[src/rtl/pipe_pkg.sv]
// Purpose : Shared constants for the RISC-V pipeline-stage registers.
//           Per-stage control/payload widths and the bit layout of the
//           ID/EX control bundle, so every stage packs and unpacks alike.
// Ports   : none (package).
package pipe_pkg;

    // IF/ID carries no decoded control yet; one bit is reserved so the
    // control field never has zero width.
    localparam int unsigned IFID_CTRL_W  = 1;
    localparam int unsigned IFID_DATA_W  = 96;   // Instr, PC, PCPlus4
    localparam int unsigned IDEX_CTRL_W  = 10;
    localparam int unsigned IDEX_DATA_W  = 175;  // RD1, RD2, PC, ImmExt, PCPlus4, Rd, Rs1, Rs2
    localparam int unsigned EXMEM_CTRL_W = 4;    // RegWrite, MemWrite, ResultSrc[1:0]
    localparam int unsigned EXMEM_DATA_W = 101;  // ALUResult, WriteData, PCPlus4, Rd
    localparam int unsigned MEMWB_CTRL_W = 3;    // RegWrite, ResultSrc[1:0]
    localparam int unsigned MEMWB_DATA_W = 101;  // ALUResult, ReadData, PCPlus4, Rd

    // ID/EX control-bundle field offsets.
    localparam int unsigned CTRL_REG_WRITE      = 0;
    localparam int unsigned CTRL_MEM_WRITE      = 1;
    localparam int unsigned CTRL_JUMP           = 2;
    localparam int unsigned CTRL_BRANCH         = 3;
    localparam int unsigned CTRL_ALU_SRC        = 4;
    localparam int unsigned CTRL_RESULT_SRC_LSB = 5;
    localparam int unsigned CTRL_RESULT_SRC_MSB = 6;
    localparam int unsigned CTRL_ALU_CTRL_LSB   = 7;
    localparam int unsigned CTRL_ALU_CTRL_MSB   = 9;

    // Same layout as a packed struct (first member is the MSB end).
    typedef struct packed {
        logic [2:0] alu_control;
        logic [1:0] result_src;
        logic       alu_src;
        logic       branch;
        logic       jump;
        logic       mem_write;
        logic       reg_write;
    } idex_ctrl_t;

    // Occupancy of a stage, decoded from the slot valid bits.
    typedef enum logic [1:0] {
        StEmpty = 2'd0,
        StOne   = 2'd1,
        StTwo   = 2'd2
    } stage_state_e;

endpackage

[src/rtl/pipe_slot.sv]
// Purpose : One pipeline entry: valid + control + payload registers.
// Ports   : clk, reset  - clock, async active-high reset
//           i_clear     - synchronous kill: valid and ctrl (and data if ZERO_DATA) cleared
//           i_load      - capture i_ctrl/i_data and mark the entry valid
//           i_drop      - entry consumed: valid cleared, registers kept
//           i_ctrl/data - values to capture
//           o_valid/o_ctrl/o_data - held entry
module pipe_slot #(
    parameter int unsigned CTRL_W    = 10,
    parameter int unsigned DATA_W    = 175,
    parameter bit          ZERO_DATA = 1'b0
) (
    input  logic              clk,
    input  logic              reset,
    input  logic              i_clear,
    input  logic              i_load,
    input  logic              i_drop,
    input  logic [CTRL_W-1:0] i_ctrl,
    input  logic [DATA_W-1:0] i_data,
    output logic              o_valid,
    output logic [CTRL_W-1:0] o_ctrl,
    output logic [DATA_W-1:0] o_data
);

    logic              r_valid;
    logic [CTRL_W-1:0] r_ctrl;
    logic [DATA_W-1:0] r_data;

    // Clear has priority over load and drop.
    always_ff @(posedge clk or posedge reset) begin
        if (reset) begin
            r_valid <= 1'b0;
            r_ctrl  <= '0;
        end else if (i_clear) begin
            r_valid <= 1'b0;
            r_ctrl  <= '0;
        end else if (i_load) begin
            r_valid <= 1'b1;
            r_ctrl  <= i_ctrl;
        end else if (i_drop) begin
            r_valid <= 1'b0;
        end
    end

    if (ZERO_DATA) begin : g_data_zero
        always_ff @(posedge clk or posedge reset) begin
            if (reset) begin
                r_data <= '0;
            end else if (i_clear) begin
                r_data <= '0;
            end else if (i_load) begin
                r_data <= i_data;
            end
        end
    end else begin : g_data_keep
        // No reset or clear: payload is don't-care while invalid.
        always_ff @(posedge clk) begin
            if (i_load && !i_clear) begin
                r_data <= i_data;
            end
        end
    end

    assign o_valid = r_valid;
    assign o_ctrl  = r_ctrl;
    assign o_data  = r_data;

endmodule

[src/rtl/pipe_stage_hs.sv]
// Purpose : Generic valid/ready pipeline-stage register with optional skid
//           slot, synchronous flush and NOP-gated control output.
// Ports   : clk, reset            - clock, async active-high reset
//           flush                 - synchronous kill of all held entries
//           in_valid/in_ready     - upstream handshake
//           in_ctrl/in_data       - upstream control bundle / payload
//           out_valid/out_ready   - downstream handshake
//           out_ctrl/out_data     - control (zero on bubble) / payload
//           occupancy             - number of held entries (0..2)
module pipe_stage_hs
    import pipe_pkg::*;
#(
    parameter int unsigned CTRL_W    = IDEX_CTRL_W,
    parameter int unsigned DATA_W    = IDEX_DATA_W,
    parameter bit          SKID_EN   = 1'b1,
    parameter bit          ZERO_DATA = 1'b0
) (
    input  logic              clk,
    input  logic              reset,
    input  logic              flush,
    input  logic              in_valid,
    output logic              in_ready,
    input  logic [CTRL_W-1:0] in_ctrl,
    input  logic [DATA_W-1:0] in_data,
    output logic              out_valid,
    input  logic              out_ready,
    output logic [CTRL_W-1:0] out_ctrl,
    output logic [DATA_W-1:0] out_data,
    output logic [1:0]        occupancy
);

    logic              w_main_valid, w_skid_valid;
    logic [CTRL_W-1:0] w_main_ctrl, w_skid_ctrl, w_main_in_ctrl;
    logic [DATA_W-1:0] w_main_data, w_skid_data, w_main_in_data;
    logic              w_accept, w_fire;
    logic              w_main_load, w_main_drop, w_main_src_skid;
    logic              w_skid_load, w_skid_drop;
    stage_state_e      w_state;

    assign w_accept = in_valid && in_ready;
    assign w_fire   = out_valid && out_ready;

    // State is held in the slot valid bits; decode it here.
    always_comb begin
        w_state = StEmpty;
        if (w_skid_valid) begin
            w_state = StTwo;
        end else if (w_main_valid) begin
            w_state = StOne;
        end
    end

    // Next-state steering. Flush overrides everything via the slot clears.
    always_comb begin
        w_main_load     = 1'b0;
        w_main_drop     = 1'b0;
        w_main_src_skid = 1'b0;
        w_skid_load     = 1'b0;
        w_skid_drop     = 1'b0;
        if (!flush) begin
            case (w_state)
                StEmpty: w_main_load = w_accept;
                StOne: begin
                    if (w_fire) begin
                        w_main_load = w_accept;
                        w_main_drop = !w_accept;
                    end else begin
                        // Only reachable with SKID_EN: single-entry in_ready is 0 here.
                        w_skid_load = w_accept;
                    end
                end
                StTwo: begin
                    // Skid entry is older than anything upstream.
                    if (w_fire) begin
                        w_main_load     = 1'b1;
                        w_main_src_skid = 1'b1;
                        w_skid_drop     = 1'b1;
                    end
                end
                default: ;
            endcase
        end
    end

    // Outputs.
    always_comb begin
        if (SKID_EN) begin
            in_ready = !w_skid_valid;
        end else begin
            in_ready = !w_main_valid || out_ready;
        end
        out_valid = w_main_valid;
        out_ctrl  = w_main_valid ? w_main_ctrl : '0;
        out_data  = w_main_data;
        occupancy = {1'b0, w_main_valid} + {1'b0, w_skid_valid};
    end

    assign w_main_in_ctrl = w_main_src_skid ? w_skid_ctrl : in_ctrl;
    assign w_main_in_data = w_main_src_skid ? w_skid_data : in_data;

    pipe_slot #(
        .CTRL_W    (CTRL_W),
        .DATA_W    (DATA_W),
        .ZERO_DATA (ZERO_DATA)
    ) u_main (
        .clk     (clk),
        .reset   (reset),
        .i_clear (flush),
        .i_load  (w_main_load),
        .i_drop  (w_main_drop),
        .i_ctrl  (w_main_in_ctrl),
        .i_data  (w_main_in_data),
        .o_valid (w_main_valid),
        .o_ctrl  (w_main_ctrl),
        .o_data  (w_main_data)
    );

    if (SKID_EN) begin : g_skid
        pipe_slot #(
            .CTRL_W    (CTRL_W),
            .DATA_W    (DATA_W),
            .ZERO_DATA (ZERO_DATA)
        ) u_skid (
            .clk     (clk),
            .reset   (reset),
            .i_clear (flush),
            .i_load  (w_skid_load),
            .i_drop  (w_skid_drop),
            .i_ctrl  (in_ctrl),
            .i_data  (in_data),
            .o_valid (w_skid_valid),
            .o_ctrl  (w_skid_ctrl),
            .o_data  (w_skid_data)
        );
    end else begin : g_no_skid
        assign w_skid_valid = 1'b0;
        assign w_skid_ctrl  = '0;
        assign w_skid_data  = '0;
    end

endmodule
[config.mk]
export PLATFORM = sky130hd
export DESIGN_NAME = pipe_stage_hs
export DESIGN_NICKNAME = d
export VERILOG_FILES = /design/src/rtl/pipe_pkg.sv /design/src/rtl/pipe_slot.sv /design/src/rtl/pipe_stage_hs.sv
export SDC_FILE = /design/constraint.sdc
export NUM_CORES = 1
export LEC_CHECK = 0
export CORE_AREA = 2 2 173 175
export CTS_CLUSTER_DIAMETER = 50
export DETAILED_ROUTE_END_ITERATION = 7
export DIE_AREA = 0 0 175 177
export PLACE_DENSITY = 0.78
export SLEW_MARGIN = 0
export SYNTH_ARGS = -nofsm -noshare
export SYNTH_HDL_FRONTEND = slang
export SYNTH_SLANG_ARGS = --single-unit
[constraint.sdc]
create_clock -name clk -period 12.15 [get_ports clk]
set_clock_uncertainty 0.05 [all_clocks]
set_input_delay 2.43 -clock clk [delete_from_list [all_inputs] [get_ports clk]]
set_output_delay 2.43 -clock clk [all_outputs]
set_load 0.1 [all_outputs]
Word level (Yosys, flattened, before mapping)
Cells that the tools add are included.

word-level totals
  register bits = 372
  bits of input ports = 190
  output and inout port bits = 189
  word-level logic and storage cells = 48

cells by class
  add/sub/neg operators = 1
  eq/ne operators = 2
  mux-type cells = 27
  reduce and logical (&&, ||, !) cells = 12

operator list
  cell                number
  $mux 175            1
  $mux 10             6
  $mux 1              18
  $reduce_bool 3->1   2
  $logic_and 1x1->1   4
  $reduce_bool 2->1   2
  $logic_not 1->1     3
  $pmux 1 s3          1
  $add 1x1->2         1
  $eq 2x1->1 const B  1
  $eq 2x2->1 const B  1
  $logic_not 2->1     1
  $mux 2              1

Logic depth before layout (Yosys ltp)
Gate-level depths: netlist (run 1).

  word-level depth = 9
  gate-level depth with buffers = 7

Hierarchy
Synthesis (run 1) repeated with hierarchy kept, for this count alone.

second synthesis, totals
  cells, all modules = 656
  area total of the unflattened synthesis = 13879.6 µm²

by module, submodules not included
  module         times used  cells each  area an instance (µm²)  seq. area each (µm²)
  pipe_slot      2           213         5706.7                  5530.3
  pipe_stage_hs  1           230         2466.1                  0.0

Least setup slack after synthesis (run 1)
No wires, ideal clock.

  path kind = input -> register
  start point = input out_ready
  end point = register u_main.r_data[0] (netlist: u_main.o_data[0]), enable pin
  setup time = 0.731 ns
  arrival = 10.599 ns
  path slack = 0.770 ns
  stages = 4
  path buffers = 1
  path through = and4b_1 -> a211o_1 -> buf_2 -> nor2b_1

between the ends
  longest elaborated chain between the ends = 5
  elaborated cells on any way between the ends = 6
  classes of those cells = mux (4); reduce/logical (2)

ends and longest elaborated chain
  element                           line                                      source
  start, declared                   pipe_stage_hs.sv:26                       input logic out_ready,
  $logic_and 1x1->1 *               pipe_stage_hs.sv:41                       assign w_fire = out_valid && out_ready;
  $mux 1, on equally long branches  pipe_stage_hs.sv:74, pipe_stage_hs.sv:64
  $pmux 1 s3 *                      pipe_stage_hs.sv:61                       case (w_state)
  $mux 1 *                          pipe_stage_hs.sv:60                       if (!flush) begin
  $logic_and 1x1->1 *               pipe_slot.sv:58                           if (i_load && !i_clear) begin
  end signal, assigned              pipe_slot.sv:59                           r_data <= i_data;
  end, declared                     pipe_slot.sv:27                           logic [DATA_W-1:0] r_data;

Mark *: on every way between the ends. The rest lies on a longest branch, timed or not.
A chain may end at the register's enable or synchronous reset.

Final worst setup path (run 1)
  start point = input flush
  end point = register g_skid.u_skid.r_data[80] (netlist: g_skid.u_skid.o_data[80]), enable pin

between the ends
  longest elaborated chain between the ends = 2
  elaborated cells on any way between the ends = 3
  classes of those cells = mux (1); reduce/logical (2)

ends and longest elaborated chain
  element                                           line                                  source
  start, declared                                   pipe_stage_hs.sv:20                   input logic flush,
  $mux 1 / $logic_not 1->1 (equally long branches)  pipe_stage_hs.sv:60, pipe_slot.sv:58
  $logic_and 1x1->1 *                               pipe_slot.sv:58
  end signal, assigned                              pipe_slot.sv:59
  end, declared                                     pipe_slot.sv:27

Marked as above.

==> impl_metrics.json, run 1 <==
{
  "tns_ns": 0,
  "vias": 7541,
  "syn2layout_area_growth_pct": 39.2,
  "dr_wl_met3_um": 2420,
  "io_buffer_count": 378,
  "finish.utilization_pct": 65.7,
  "syn-num-nets": 856,
  "min_period_ns": 5.93,
  "tightest_slew_ns": 1.10,
  "overflow": 0,
  "worst_setup_path_start_kind": "primary input",
  "gp_congestion": 0.806,
  "ff2ff_path_depth": 6,
  "ir_drop_uv": 127,
  "pin_count": 379,
  "synth.avg_cell_area_um2": 20.8,
  "status": "completed",
  "endpoint": "g_skid.u_skid.o_data[80]$_DFFE_PP_",
  "drv_cap": 0,
  "clock_latency_ns": 0.52,
  "synth_cell_types": 25,
  "start_util_pct": 47.2,
  "finalHoldViolCount": 0,
  "wl_um": 29200,
  "grtUsageTotal_pct": 18.3,
  "rsz0062_at_grt": "false",
  "reg2reg_to": "u_main.o_data[41]$_DFFE_PP_",
  "synth-seq-cells": 372,
  "arrival_ns": 5.99,
  "final_area_mm2": 0.0192,
  "crit_fanout": 82,
  "fp.dieH_um": 177,
  "setup_viol": 0,
  "cp.required_ns": 12.22,
  "critPathMaxStageDelay_ns": 1.02,
  "syn_inst": 663,
  "grt_max_degree": 156,
  "numCtsBuffers": 40,
  "yosysSeqAreaShare_pct": 80.1,
  "antenna_found_initial": 3,
  "clkSinkCount": 372,
  "drive_above_1_share_pct": 19.9,
  "reg2reg_from": "u_main.o_valid$_DFFE_PP0P_",
  "drv_slew": 0,
  "startpoint": "flush",
  "topRoutingLayerUsed": "met5",
  "die_w_um": 175,
  "r2r_slack_ns": 8.06,
  "dr_wl_met2_um": 14100,
  "drc": 0,
  "crit_type": "primary input to flop",
  "syn_area_mm2": 0.0138,
  "wl_per_cell_um": 19.7,
  "grt_pass1_wl_um": 43900,
  "vias_per_cell": 5.09,
  "dp_hpwl_um": 19000,
  "drtIter0Drc": 532,
  "p_total_mw": 3.17,
  "post_cts_buffers": 0,
  "grt_pass1_vias": 7679,
  "finalCritPeriodShare_pct": 48.8,
  "nets": 1252,
  "cts.path.max_buffers": 3,
  "power_density_mw_per_mm2": 165,
  "critPathCaptureType": "flop",
  "htreeDepth": 2,
  "m1WireLength_um": 11800,
  "dr.pass1.iters": 4,
  "core_area_mm2": 0.0292,
  "fillers": 2012,
  "max_slew_margin_pct": 26.6,
  "clk_pin_slew_ns": 0.05,
  "ys_warn_count": 0,
  "hold_path.class": "flop to flop",
  "cp_slowest_cell": "and4b_4",
  "cts_resized": 0,
  "ant_nets": 0,
  "crit_chain": "clkdlybuf4s50_1, and4b_4, buf_4, buf_4",
  "postCtsHoldBufs": 0,
  "p_leak_nw": 6.48,
  "cts-root-buf": "clkbuf_16",
  "crit_path_frequent_cell": "buf_4",
  "place_area_mm2": 0.0180,
  "max_freq_mhz": 169,
  "cts_tree": "yes",
  "rows": 63,
  "die_area_mm2": 0.0310
}
power by group:
part	switching, mW	internal (mW)	total (mW)
Sequential	0.0200	1.48	1.50
Combinational	0.373	0.148	0.521
Clock	0.488	0.662	1.15
Total	0.882	2.29	3.17
cells by family after synthesis:
| family | count (synthesis) | share of synthesized area (%) |
|---|---|---|
| simple gates | 43 | 1.60 |
| mux | 175 | 14.3 |
| buf+inv | 33 | 1.53 |
| flops | 372 | 80.1 |
| fa+ha+maj | 3 | 0.272 |
| compound gates | 37 | 2.26 |
through the flow:
step | hold WS, ns | worst slack [ns] | std cells
2_1_floorplan | 0.423 | 0.770 | 663
3_3_place_gp | 0.450 | 5.69 | 1407
3_5_place_dp | 0.446 | 5.66 | 1407
4_1_cts | 0.463 | 6.20 | 1481
5_1_grt | 0.479 | 6.00 | 1482
6_report | 0.463 | 6.22 | 1482
final cells by class:
class | count | area, um^2 | area share, %
tap | 390 | 488 | 2.54
clock buffer | 50 | 1080 | 5.62
inverter | 3 | 11.3 | 0.0586
clock inverter | 24 | 179 | 0.931
multi-input combinational | 258 | 2560 | 13.3
antenna | 1 | 2.50 | 0.0130
timing repair buffer | 384 | 3840 | 20.0
sequential | 372 | 11100 | 57.5
flip-flops by register name, indices dropped and copies added (netlist names):
| signal | cells |
|---|---|
| g_skid.u_skid.o_data | 175 |
| u_main.o_data | 175 |
| g_skid.u_skid.o_ctrl | 10 |
| u_main.o_ctrl | 10 |
| g_skid.u_skid.o_valid | 1 |
| u_main.o_valid | 1 |
worst min-delay path by stage:
| stage | start | to | depth (start not counted) |
|---|---|---|---|
| 6_report | g_skid.u_skid.o_ctrl[2]$_DFFE_PP0P_ | g_skid.u_skid.o_ctrl[2]$_DFFE_PP0P_ | 1 |
| 5_1_grt | g_skid.u_skid.o_ctrl[3]$_DFFE_PP0P_ | g_skid.u_skid.o_ctrl[3]$_DFFE_PP0P_ | 1 |
| 4_1_cts | g_skid.u_skid.o_ctrl[2]$_DFFE_PP0P_ | g_skid.u_skid.o_ctrl[2]$_DFFE_PP0P_ | 1 |
| 3_5_place_dp | g_skid.u_skid.o_ctrl[2]$_DFFE_PP0P_ | g_skid.u_skid.o_ctrl[2]$_DFFE_PP0P_ | 1 |
| 3_3_place_gp | g_skid.u_skid.o_ctrl[3]$_DFFE_PP0P_ | g_skid.u_skid.o_ctrl[3]$_DFFE_PP0P_ | 1 |
| 2_1_floorplan | g_skid.u_skid.o_ctrl[0]$_DFFE_PP0P_ | g_skid.u_skid.o_ctrl[0]$_DFFE_PP0P_ | 1 |
cell usage after synthesis:
master | count | area, um^2
mux2_1 | 31 | 349
a21boi_0 | 1 | 7.51
a21oi_1 | 2 | 10.0
ha_1 | 3 | 37.5
nand2_1 | 24 | 90.1
a311oi_1 | 10 | 87.6
a31oi_2 | 1 | 12.5
a2111oi_0 | 10 | 87.6
clkbuf_1 | 9 | 33.8
and3b_1 | 2 | 17.5
buf_2 | 4 | 20.0
buf_6 | 5 | 56.3
buf_4 | 12 | 90.1
and4b_1 | 2 | 20.0
nor2b_1 | 2 | 12.5
o21ai_0 | 2 | 10.0
dfrtp_1 | 22 | 551
a211o_1 | 1 | 8.76
a22o_1 | 10 | 87.6
mux2_2 | 144 | 1620
inv_1 | 3 | 11.3
nor2_1 | 1 | 3.75
edfxtp_1 | 350 | 10500
and2_1 | 11 | 68.8
nand4b_1 | 1 | 8.76
cells in the final DEF, fill, tap and decap left out, drive strengths merged, types with 3 or more instances in the layout:
master	netlist	final
a311oi	10	10
clkdlybuf4s50	0	378
nand2	24	24
a22o	10	10
edfxtp	350	350
ha	3	3
a2111oi	10	10
inv	3	10
clkbuf	9	50
mux2	175	175
buf	21	6
and2	11	11
clkinv	0	15
dfrtp	22	22
layer usage:
metal | up-vias | global-route usage [%]
met5 | - | 0
met4 | 2 | 6.46
met3 | 55 | 5.00
li1 | 3451 | -
met2 | 315 | 30.1
met1 | 3718 | 23.5
worst max-delay path: cells and delay by family:
kind | cells | cell delay, ns
buffers and inverters | 3 | 2.38
and+or+nand+nor | 1 | 1.02
(Power assumes the default switching activity.)
==> inputs of run 2 (changes only) <==
==> constraint.sdc (replaced) <==
create_clock -name clk -period 6 [get_ports clk]
set_clock_uncertainty 0.05 [all_clocks]
set_input_delay 1.2 -clock clk [delete_from_list [all_inputs] [get_ports clk]]
set_output_delay 1.2 -clock clk [all_outputs]
set_load 0.1 [all_outputs]
==> run 2 against run 1 <==
  * Register-to-register slack worse by 5.8 ns
  * Hold slack worse by 0.0030 ns
  * Worst setup slack got worse by 4.2 ns
  * Critical path depth shrank 1
  * Final cell count is essentially flat
  * Wire length grew 4.6%
  * Power grew 110%
  * Count of clock-buffer cells in the layout is 1 lower
  * Non-clock buffer count is 6 higher
  * Via count up 1.0%
  * Cell area increased by 1.0%
  * Largest cell class unchanged
  * Die area stayed put
==> impl_metrics.json, run 2 (synthesis results as in run 1) <==
{
  "status": "completed",
  "drtIter0Drc": 426,
  "dr.pass1.iters": 4,
  "crit_fanout": 20,
  "p_switching_mw": 1.78,
  "cts.path.max_buffers": 3,
  "wl_um": 30600,
  "cts_tree": "yes",
  "max_slew_margin_pct": 25.9,
  "final_cell_mix": "clkdlybuf4s50_1 (378), edfxtp_1 (350), mux2_2 (144), clkbuf_16 (41), mux2_1 (31)",
  "gp_congestion": 0.806,
  "tightest_slew_ns": 1.11,
  "vias": 7620,
  "finalCritPeriodShare_pct": 65.8,
  "reg2reg_from": "u_main.o_valid$_DFFE_PP0P_",
  "finalHoldViolCount": 0,
  "fillers": 1974,
  "fp.dieH_um": 177,
  "r2r_slack_ns": 2.29,
  "grt_max_degree": 104,
  "drv_cap": 0,
  "vias_per_cell": 5.14,
  "hold_path.class": "flop to flop",
  "antenna_found_initial": 2,
  "clock_latency_ns": 0.51,
  "wl_per_cell_um": 20.6,
  "die_area_mm2": 0.0310,
  "core_area_mm2": 0.0292,
  "overflow": 0,
  "grtUsageTotal_pct": 19.3,
  "p_total_mw": 6.66,
  "grt_pass1_wl_um": 46000,
  "power_frac_comb_pct": 16.0,
  "antennaDiodeCount": 0,
  "internal_power_mw": 4.88,
  "power_density_mw_per_mm2": 343,
  "crit_type": "flop to primary output",
  "min_period_ns": 3.95,
  "rows": 63,
  "numCtsBuffers": 40,
  "syn2layout_area_growth_pct": 40.6,
  "holdCritStartpoint": "g_skid.u_skid.o_ctrl[1]$_DFFE_PP0P_",
  "ir_drop_uv": 243,
  "drc": 0,
  "clk_pin_slew_ns": 0.06,
  "start_util_pct": 47.2,
  "post_cts_buffers": 0,
  "place_inst": 1413,
  "die_w_um": 175,
  "cts_resized": 0,
  "crit_buf_inv": 2,
  "clock_power_share_pct": 38.4,
  "cp_slowest_cell": "clkdlybuf4s50_1",
  "htreeDepth": 2,
  "grt_pass1_vias": 7977,
  "worst_setup_path_start_kind": "flop",
  "drv_slew": 0,
  "ff2ff_path_depth": 5,
  "tns_ns": 0,
  "setup_viol": 0,
  "startpoint": "u_main.o_valid$_DFFE_PP0P_",
  "critPathCaptureType": "primary output",
  "cp.depth": 3,
  "reg2reg_to": "u_main.o_data[156]$_DFFE_PP_",
  "cpLargestDelayFamily": "buffers and inverters",
  "final_cell_count_no_fill": 1483,
  "endpoint": "occupancy[0]",
  "max_freq_mhz": 253,
  "rsz0062_at_grt": "false",
  "cts-root-buf": "clkbuf_16",
  "postCtsHoldBufs": 0,
  "ant_nets": 0,
  "clkSinkCount": 372,
  "nets": 1258,
  "seq_power_share_pct": 45.6,
  "io_buffer_count": 378,
  "critPathMaxStageDelay_ns": 1.13,
  "pin_count": 379,
  "swShare_pct": 26.7,
  "crit_chain": "inv_1, ha_1, clkdlybuf4s50_1",
  "dp_hpwl_um": 20400,
  "layout_commonest_cell": "clkdlybuf4s50_1",
  "cp.required_ns": 4.75,
  "arrival_ns": 2.70,
  "p_leak_nw": 6.57,
  "drive_above_1_share_pct": 20.1
}
[run 2: cell count changes in the layout (fill, tap and decap cells not counted), moves of 3 or more]
cell / delta
buf_4: +3
buf_12: +3
clkinv_2: -4
inv_6: -4
bufinv_16: +6
[run 2: final cells by class]
type                    count  area [um^2]  share of cell area (%)
clock buffers              49         1070                    5.51
well taps                 390          488                    2.51
inverters                   3         11.3                  0.0580
repair buffers            390         3920                    20.2
flip-flops and latches    372        11100                    57.0
clock inverters            21          304                    1.57
multi-input cells         258         2560                    13.2
[run 2: how the worst min path moves through the flow]
stage / to / cells past startpoint / slack, ns
3_5_place_dp: g_skid.u_skid.o_ctrl[1]$_DFFE_PP0P_ / 1 / 0.44
2_1_floorplan: g_skid.u_skid.o_ctrl[0]$_DFFE_PP0P_ / 1 / 0.42
6_report: g_skid.u_skid.o_ctrl[1]$_DFFE_PP0P_ / 1 / 0.46
5_1_grt: g_skid.u_skid.o_ctrl[8]$_DFFE_PP0P_ / 1 / 0.48
3_3_place_gp: g_skid.u_skid.o_ctrl[1]$_DFFE_PP0P_ / 1 / 0.45
4_1_cts: g_skid.u_skid.o_ctrl[1]$_DFFE_PP0P_ / 1 / 0.46
[run 2: stage by stage]
step / util, % / worst slack (ns) / area, um^2 / hold WS (ns)
3_3_place_gp: 61.7 / 1.65 / 18000 / 0.450
4_1_cts: 66.4 / 2.02 / 19400 / 0.460
2_1_floorplan: - / 0.901 / 13800 / 0.423
6_report: 66.4 / 2.05 / 19400 / 0.461
5_1_grt: 66.4 / 1.89 / 19400 / 0.482
3_5_place_dp: 61.7 / 1.54 / 18000 / 0.442
[run 2: power by group through the flow]
stage	clock network, mW	logic, mW	registers [mW]
after floorplan	0	0.197	3.62
after global placement	0	1.06	3.09
after detailed placement	0	1.07	3.09
after CTS	2.61	1.07	3.04
after global routing	2.70	1.10	3.05
final	2.55	1.07	3.04
[run 2: worst reg2reg max path, delay by kind of cell, from the launching register on]
kind,cells,cell delay (ns)
and+or+nand+nor,2,1.47
DFF,1,0.57
buffers and inverters,1,0.41
AOI/OAI and AO/OA,1,0.40
adders and majority gates,1,0.39
[run 2: per-layer routing]
metal	up-vias	share of wire [%]	track usage, %
met4	4	3.4	7.15
met3	69	8.9	6.23
met2	340	50	32.9
met5	-	0.085	0
li1	3452	-	-
met1	3755	38	23.1
==> inputs of run 3 (changes only) <==
--- a/config.mk
+++ b/config.mk
@@ -5,11 +5,11 @@
 export SDC_FILE = /design/constraint.sdc
 export NUM_CORES = 1
 export LEC_CHECK = 0
-export CORE_AREA = 2 2 173 175
+export CORE_AREA = 2 2 183 185
 export CTS_CLUSTER_DIAMETER = 50
 export DETAILED_ROUTE_END_ITERATION = 7
-export DIE_AREA = 0 0 175 177
-export PLACE_DENSITY = 0.78
+export DIE_AREA = 0 0 185 187
+export PLACE_DENSITY = 0.74
 export SLEW_MARGIN = 0
 export SYNTH_ARGS = -nofsm -noshare
 export SYNTH_HDL_FRONTEND = slang
==> constraint.sdc (replaced) <==
create_clock -name clk -period 3.3 [get_ports clk]
set_clock_uncertainty 0.05 [all_clocks]
set_input_delay 0.66 -clock clk [delete_from_list [all_inputs] [get_ports clk]]
set_output_delay 0.66 -clock clk [all_outputs]
set_load 0.1 [all_outputs]
==> run 3 against run 2 <==
  * Register-to-register slack worse by 1.6 ns
  * Via count is 0.25% lower
  * Flip-flop and latch count stayed put
  * Wire length is 0.11% lower
==> impl_metrics.json, run 3 (synthesis results as in run 1) <==
{
  "vias_per_cell": 4.89,
  "cts.path.max_buffers": 3,
  "reg2reg_to": "u_main.o_data[120]$_DFFE_PP_",
  "dp_hpwl_um": 20200,
  "m1WireLength_um": 12100,
  "r2r_slack_ns": 0.66,
  "p_leak_nw": 6.81,
  "htreeDepth": 2,
  "power_density_mw_per_mm2": 633,
  "arrival_ns": 2.76,
  "max_slew_margin_pct": 41.2,
  "dr_wl_met3_um": 2720,
  "rsz0062_at_grt": "false",
  "drive_above_1_share_pct": 38.4,
  "gp_congestion": 0.865,
  "final_cell_mix": "edfxtp_1 (350), buf_4 (195), clkdlybuf4s50_1 (189), mux2_2 (144), clkbuf_16 (45)",
  "tightest_slew_ns": 0.880,
  "dr_wl_met2_um": 14700,
  "holdWs_ns": 0.454,
  "cts_tree": "yes",
  "grt_pass1_wl_um": 44800,
  "ff2ff_path_depth": 5,
  "wl_per_cell_um": 19.6,
  "die_area_mm2": 0.0346,
  "layout_commonest_cell": "edfxtp_1",
  "rows": 67,
  "drtIter0Drc": 495,
  "drv_slew": 0,
  "worst_setup_path_start_kind": "flop",
  "syn2layout_area_growth_pct": 39.0,
  "final_area_mm2": 0.0192,
  "grt_pass1_vias": 7676,
  "vias": 7601,
  "numCtsBuffers": 42,
  "place_inst": 1475,
  "clkSinkCount": 372,
  "cp.required_ns": 3.43,
  "startpoint": "u_main.o_valid$_DFFE_PP0P_",
  "place_area_mm2": 0.0178,
  "cts-root-buf": "clkbuf_16",
  "post_cts_buffers": 0,
  "final_cell_count_no_fill": 1555,
  "grtUsageTotal_pct": 16.9,
  "min_period_ns": 2.64,
  "crit_type": "flop to flop",
  "drv_cap": 0,
  "ir_drop_uv": 401,
  "ant_nets": 0,
  "antenna_found_initial": 3,
  "clock_latency_ns": 0.52,
  "crit_fanout": 58,
  "max_freq_mhz": 379,
  "cts_resized": 0,
  "critPathCaptureType": "flop",
  "endpoint": "u_main.o_data[120]$_DFFE_PP_",
  "reg2reg_from": "u_main.o_valid$_DFFE_PP0P_",
  "finalHoldViolCount": 0,
  "overflow": 0,
  "status": "completed",
  "finish.utilization_pct": 58.4,
  "topRoutingLayerUsed": "met4",
  "fp.dieH_um": 187,
  "hold_path.class": "flop to flop",
  "grt_max_degree": 72,
  "drc": 0,
  "setup_viol": 0,
  "io_buffer_count": 378,
  "wl_um": 30500,
  "dr.pass1.iters": 5,
  "finalCritPeriodShare_pct": 79.9,
  "start_util_pct": 42.0,
  "nets": 1264,
  "clk_pin_slew_ns": 0.06,
  "postCtsHoldBufs": 0,
  "core_area_mm2": 0.0329,
  "die_w_um": 185,
  "pin_count": 379
}
[run 3: worst min path at each step]
stage	startpoint	end	slack [ns]	cells past startpoint
floorplan	g_skid.u_skid.o_ctrl[0]$_DFFE_PP0P_	g_skid.u_skid.o_ctrl[0]$_DFFE_PP0P_	0.42	1
global placement	g_skid.u_skid.o_ctrl[9]$_DFFE_PP0P_	g_skid.u_skid.o_ctrl[9]$_DFFE_PP0P_	0.44	1
detailed placement	g_skid.u_skid.o_ctrl[1]$_DFFE_PP0P_	g_skid.u_skid.o_ctrl[1]$_DFFE_PP0P_	0.44	1
CTS	g_skid.u_skid.o_ctrl[6]$_DFFE_PP0P_	g_skid.u_skid.o_ctrl[6]$_DFFE_PP0P_	0.46	1
global route	g_skid.u_skid.o_ctrl[5]$_DFFE_PP0P_	g_skid.u_skid.o_ctrl[5]$_DFFE_PP0P_	0.47	1
finish	g_skid.u_skid.o_ctrl[1]$_DFFE_PP0P_	g_skid.u_skid.o_ctrl[1]$_DFFE_PP0P_	0.45	1
[run 3: stage by stage]
| step | power, mW | setup TNS [ns] | setup slack [ns] |
|---|---|---|---|
| after global placement | 7.51 | 0 | 0.457 |
| after global routing | 12.5 | 0 | 0.503 |
| after detailed placement | 7.53 | 0 | 0.424 |
| after floorplan | 6.94 | -281.22 | -1.61 |
| final | 12.2 | 0 | 0.665 |
| after CTS | 12.3 | 0 | 0.663 |
[run 3: final cells by class]
cell class	count	area [um^2]
inverters	3	15.0
repair buffers	394	3560
well taps	448	561
diodes	4	10.0
clock buffers	48	1140
fillers	2507	13700
multi-input cells	258	2570
clock inverters	28	284
flip-flops and latches	372	11100
[run 3: where the power goes]
part           internal, mW  switching [mW]  total [mW]
Combinational         0.522            1.39        1.91
Clock                  2.87            1.85        4.72
Sequential             5.44          0.0759        5.52
[run 3: routing by layer]
metal / vias to the layer above / global-route usage [%]
met5: - / 0
met4: 0 / 6.07
met3: 54 / 5.41
met2: 324 / 27.8
met1: 3747 / 21.0
li1: 3476 / -
[run 3: worst max-delay path: stages, from the launching register on]
cell	delay, ns
dfrtp_1	0.67
ha_4	0.25
and3b_1	0.37
a211o_1	0.21
nor2b_4	0.35
buf_12	0.32
